File: src/rtl/speck_decrypt_core.sv
// Iterative SPECK128/128 decryption: expands the key schedule once per start into a
// round-key file, then walks the inverse rounds from the last round key down to rk[0].
module speck_decrypt_core #(
  parameter int unsigned ROUNDS = 32,
  parameter int unsigned ALPHA  = 8,
  parameter int unsigned BETA   = 3
) (
  input  logic         clk,
  input  logic         rst,
  input  logic         start,
  input  logic [127:0] key,
  input  logic [127:0] ciphertext,
  output logic [127:0] plaintext,
  output logic         busy,
  output logic         done
);

  localparam int unsigned CntW = $clog2(ROUNDS);
  localparam logic [CntW-1:0] LastRound = CntW'(ROUNDS - 1);

  typedef enum logic [1:0] {StIdle, StKeygen, StDecrypt, StDone} state_e;

  function automatic logic [63:0] ror64(input logic [63:0] v, input int unsigned n);
    return (v >> n) | (v << (64 - n));
  endfunction

  function automatic logic [63:0] rol64(input logic [63:0] v, input int unsigned n);
    return (v << n) | (v >> (64 - n));
  endfunction

  state_e           state_q, state_d;
  logic [CntW-1:0]  cnt_q, cnt_d;
  logic [63:0]      l_q, l_d, k_q, k_d;
  logic [63:0]      x_q, x_d, y_q, y_d;
  logic [127:0]     pt_q, pt_d;
  logic             busy_q, busy_d;
  logic             done_q, done_d;
  logic [63:0]      rk_q [ROUNDS];

  logic [63:0]      l_new, x_new, y_new;

  always_comb begin
    state_d = state_q;
    cnt_d   = cnt_q;
    l_d     = l_q;
    k_d     = k_q;
    x_d     = x_q;
    y_d     = y_q;
    pt_d    = pt_q;
    busy_d  = busy_q;
    done_d  = 1'b0;
    l_new   = '0;
    x_new   = '0;
    y_new   = '0;

    case (state_q)
      StIdle: begin
        if (start) begin
          l_d     = key[127:64];
          k_d     = key[63:0];
          x_d     = ciphertext[127:64];
          y_d     = ciphertext[63:0];
          cnt_d   = '0;
          busy_d  = 1'b1;
          state_d = StKeygen;
        end
      end
      StKeygen: begin
        // The current k is stored as rk[cnt] in the key-file process below.
        l_new = (k_q + ror64(l_q, ALPHA)) ^ 64'(cnt_q);
        l_d   = l_new;
        k_d   = rol64(k_q, BETA) ^ l_new;
        if (cnt_q == LastRound) begin
          state_d = StDecrypt;
        end else begin
          cnt_d = cnt_q + CntW'(1);
        end
      end
      StDecrypt: begin
        y_new = ror64(x_q ^ y_q, BETA);
        x_new = rol64((x_q ^ rk_q[cnt_q]) - y_new, ALPHA);
        x_d   = x_new;
        y_d   = y_new;
        if (cnt_q == '0) begin
          pt_d    = {x_new, y_new};
          done_d  = 1'b1;
          busy_d  = 1'b0;
          state_d = StDone;
        end else begin
          cnt_d = cnt_q - CntW'(1);
        end
      end
      StDone: begin
        state_d = StIdle;
      end
      default: begin
        state_d = StIdle;
      end
    endcase
  end

  always_ff @(posedge clk) begin
    if (rst) begin
      state_q <= StIdle;
      cnt_q   <= '0;
      l_q     <= '0;
      k_q     <= '0;
      x_q     <= '0;
      y_q     <= '0;
      pt_q    <= '0;
      busy_q  <= 1'b0;
      done_q  <= 1'b0;
    end else begin
      state_q <= state_d;
      cnt_q   <= cnt_d;
      l_q     <= l_d;
      k_q     <= k_d;
      x_q     <= x_d;
      y_q     <= y_d;
      pt_q    <= pt_d;
      busy_q  <= busy_d;
      done_q  <= done_d;
    end
  end

  always_ff @(posedge clk) begin
    if (state_q == StKeygen) begin
      rk_q[cnt_q] <= k_q;
    end
  end

  assign plaintext = pt_q;
  assign busy      = busy_q;
  assign done      = done_q;

endmodule

File: config.mk
export PLATFORM = sky130hd
export DESIGN_NAME = speck_decrypt_core
export DESIGN_NICKNAME = d
export VERILOG_FILES = /design/src/rtl/speck_decrypt_core.sv
export SDC_FILE = /design/constraint.sdc
export NUM_CORES = 2
export LEC_CHECK = 0
export ABC_AREA = 1
export CORE_MARGIN = 4
export CORE_UTILIZATION = 45
export DETAILED_ROUTE_END_ITERATION = 8
export PLACE_DENSITY = 0.73
export SKIP_LAST_GASP = 1
export SYNTH_ARGS = -nofsm -noshare
export SYNTH_HDL_FRONTEND = slang
export SYNTH_SLANG_ARGS = --single-unit
File: constraint.sdc
create_clock -name clk -period 5.1 [get_ports clk]
set_clock_uncertainty 0.2 [all_clocks]
set_input_delay 0.765 -clock clk [delete_from_list [all_inputs] [get_ports clk]]
set_output_delay 0.765 -clock clk [all_outputs]
set_load 0.005 [all_outputs]
==> impl_metrics.env <==
export IMPL_finalHoldViolations=0
export IMPL_slowest_stage="dfxtp_4"
export IMPL_worst_ep_required_time_ns=5.71
export IMPL_avgRoutedWirePerCell_um=26.8
export IMPL_setup_slack_ns=0.124
export IMPL_synthFlopType="edfxtp_1"
export IMPL_powerDensity_nw_per_um2=717
export IMPL_syn_cell_area_um2=109000
export IMPL_syn_nets=11000
export IMPL_crit_path_max_fanout=35
export IMPL_ys_ff_latch=2446
export IMPL_layout_drive_gt1_share_pct=7.61
export IMPL_peakVddDrop_mv=0.622
export IMPL_synthCells=10600
export IMPL_synth_cell_type_count=48
export IMPL_cts_buffers_inserted=239
export IMPL_tightest_slew_ns=1.18
export IMPL_synth_edf_count=2048
export IMPL_die_x_um=500
export IMPL_ys_top_cells_by_count="edfxtp_1 (2,048), nand2_1 (1,716), nor2_1 (1,625)"
export IMPL_ios=389
export IMPL_status="finished clean"
export IMPL_crit_type="reg2reg"
export IMPL_tns_ns=0
export IMPL_post_route_drc_count=0
export IMPL_ys_warn_count=0
export IMPL_ant_nets=0
export IMPL_initial_core_util_pct=45.2
export IMPL_yosysTopAreaCell="edfxtp_1"
export IMPL_drv_cap=0
export IMPL_wl_mm=386
export IMPL_max_stage_delay_ns=0.49
export IMPL_setup_viol=0
export IMPL_layout_nets=11400
export IMPL_dieArea_um2=250000
export IMPL_power_mw=90.7
export IMPL_grt_max_degree=194
export IMPL_grt_usage_pct=29.7
export IMPL_root_buffer="clkbuf_16"
export IMPL_antenna_found_initial=17
export IMPL_stdcell_count=14400
export IMPL_clock_latency_ns=0.93
export IMPL_gp_congestion=1.08
export IMPL_pre_cts_ws_ns=0.0771
export IMPL_die_y_um=500
export IMPL_fmax_mhz=201
export IMPL_grt_pass1_wl_mm=550
export IMPL_fin_crit_sh_pct=97.6
export IMPL_dr_pass1_iters=8
export IMPL_placement_rows=180
export IMPL_portBuffers=388
export IMPL_slew_viol_final=0
export IMPL_synth_most_common_cell="edfxtp_1"
export IMPL_ctsHoldBuffers=0
export IMPL_path_cells="buf_12, buf_4, o21ai_0, o22ai_1, o21ai_1, o22ai_1, nand2_1, nand2_1, xor2_1, ha_1, nand2_1, nor2_1, inv_1, nor2_1, inv_1, nor2_1, nand2_1, nand2_1, buf_4, nand2_1, nand2_1, xor2_2, nand2_1, a21oi_1"
export IMPL_max_slew_margin_rel_pct=20.9
export IMPL_crit_arrival_ns=5.59
export IMPL_cts_buffer_depth=3
export IMPL_core_area_um2=241000
export IMPL_num_vias=87400
export IMPL_clock_sinks=2446
export IMPL_syn2layout_area_growth_pct=16.4
export IMPL_clk_pin_slew_ns=0.06
export IMPL_dpl_cell_count=14000
export IMPL_final_area_um2=127000
export IMPL_leakage_nw=46.2
export IMPL_synth_area_top_cells="edfxtp_1 (57%), dfxtp_1 (7.3%), nand2_1 (5.9%), o21ai_0 (5.8%), nor2_1 (5.6%)"
export IMPL_post_synth_top_area_fraction_pct=56.5
export IMPL_endpoint_kind="flop"
export IMPL_synth_avg_cell_area_um2=10.2
export IMPL_viasPerCell=6.06
export IMPL_period_minus_slack_ns=4.98
export IMPL_fillers=20500
export IMPL_hold_path_class="reg2reg"
export IMPL_seq_area_frac_synth_pct=63.9
export IMPL_drt_initial_drc_count=14100
export IMPL_grt_overflow=0
export IMPL_rsz0062_at_grt="yes"
export IMPL_path_common_cell="nand2_1"
export IMPL_placed_area_um2=118000
export IMPL_async_flop_share_pct=0
export IMPL_hpwl_mm=239
export IMPL_cts_tree="done"
export IMPL_htreeDepth=4
export IMPL_crit_path_start_kind="flop"
export IMPL_grt_pass1_vias=81800
-- cell usage in the layout, fill, tap and decap left out, types with 6 or more instances in the layout --
cell,Yosys,routed
a21o_1,12,12
clkinv_16,0,11
clkinv_1,2,44
edfxtp_1,2048,2048
o21a_1,12,12
buf_12,2,94
clkinvlp_4,0,12
o211ai_1,114,114
buf_4,29,293
nor3_1,31,31
nand4_1,10,10
clkdlybuf4s50_1,0,387
o21ai_1,56,58
inv_6,0,9
dfxtp_1,398,393
o22ai_1,338,338
inv_1,700,696
o221ai_1,196,196
ha_1,141,140
xnor2_1,102,102
or2_2,15,15
bufinv_16,0,23
xor2_1,106,105
clkbuf_16,0,244
o21ai_0,1259,1257
nand2_1,1716,1707
clkbuf_8,0,12
nand3b_1,25,25
nand3_1,614,614
clkbuf_1,354,44
a31oi_1,36,34
nor2_1,1625,1591
nand2_2,0,8
o21bai_1,11,11
clkinv_4,0,6
nor2_4,1,34
clkinv_2,0,41
a21oi_1,400,394
-- metal layers --
metal  track usage (%)  up-vias  part of all wire (%)
met5                 0        -                0.0088
met4              13.8        4                   5.4
li1                  -    38100                     -
met2              45.7     6458                    44
met3              5.35     1031                    13
met1              41.0    41800                    38
-- cell type report --
class / instances / area, um^2 / area share [%]
flip-flops and latches: 2446 / 69500 / 54.9
multi-input cells: 6852 / 34200 / 27.0
repair buffers: 784 / 8180 / 6.46
clock buffers: 298 / 6360 / 5.02
well taps: 3185 / 3990 / 3.15
inverters: 709 / 2720 / 2.15
clock inverters: 149 / 1650 / 1.30
diodes: 5 / 12.5 / 0.00989
repair inverters: 1 / 11.3 / 0.00890
-- timing repair --
item                       4_1_cts  5_1_grt
buffers inserted                 0        1
resized for setup                0       31
setup endpoints to repair        0       42
-- logic make-up after synthesis --
| logic type | after synthesis | share of synthesized area [%] |
|---|---|---|
| XOR/XNOR | 209 | 1.69 |
| AND/OR/NAND/NOR | 4044 | 14.9 |
| flip-flops | 2446 | 63.9 |
| adder cells (fa/ha/maj) | 144 | 1.68 |
| AO/OA/AOI/OAI | 2455 | 12.8 |
| buffers and inverters | 1331 | 5.07 |
-- state kept, by name, indices dropped and copies added (netlist names), named ones only --
name,count
busy,1
rk_q,2048
x_q,64
l_q,64
cnt_q,5
y_q,64
state_q,2
plaintext,128
done,1
k_q,64
-- critical path, delay by kind of cell, from the launching register on --
kind                     cells  cell delay (ns)
AND/OR/NAND/NOR             11             1.59
XOR/XNOR                     2             0.39
buffers and inverters        5             1.06
flip-flops                   1             0.49
AO/OA/AOI/OAI                5             0.72
adder cells (fa/ha/maj)      1             0.42
-- final timing paths --
path | end | depth (start not counted) | slack, ns | from
min | l_q[24]$_SDFFE_PP0P_ | 2 | 0.27 | l_q[24]$_SDFFE_PP0P_
min reg2reg | l_q[24]$_SDFFE_PP0P_ | 2 | 0.27 | l_q[24]$_SDFFE_PP0P_
max | x_q[55]$_SDFFE_PP0P_ | 24 | 0.12 | flop
max reg2reg | x_q[55]$_SDFFE_PP0P_ | 24 | 0.12 | flop
-- power breakdown --
group	leakage, nW	internal, mW	switching, mW
clock network	3.86	10.1	7.88
logic	20.3	13.8	31.9
registers	22.1	25.8	1.31
total	46.2	49.6	41.1
-- stage by stage --
stage / utilization (%) / hold WS (ns)
5_1_grt: 52.6 / 0.295
3_3_place_gp: 49.2 / 0.258
3_5_place_dp: 49.2 / 0.261
2_1_floorplan: - / 0.250
4_1_cts: 52.5 / 0.256
6_report: 52.6 / 0.273
Note: power is estimated with default switching activity, not from simulation.
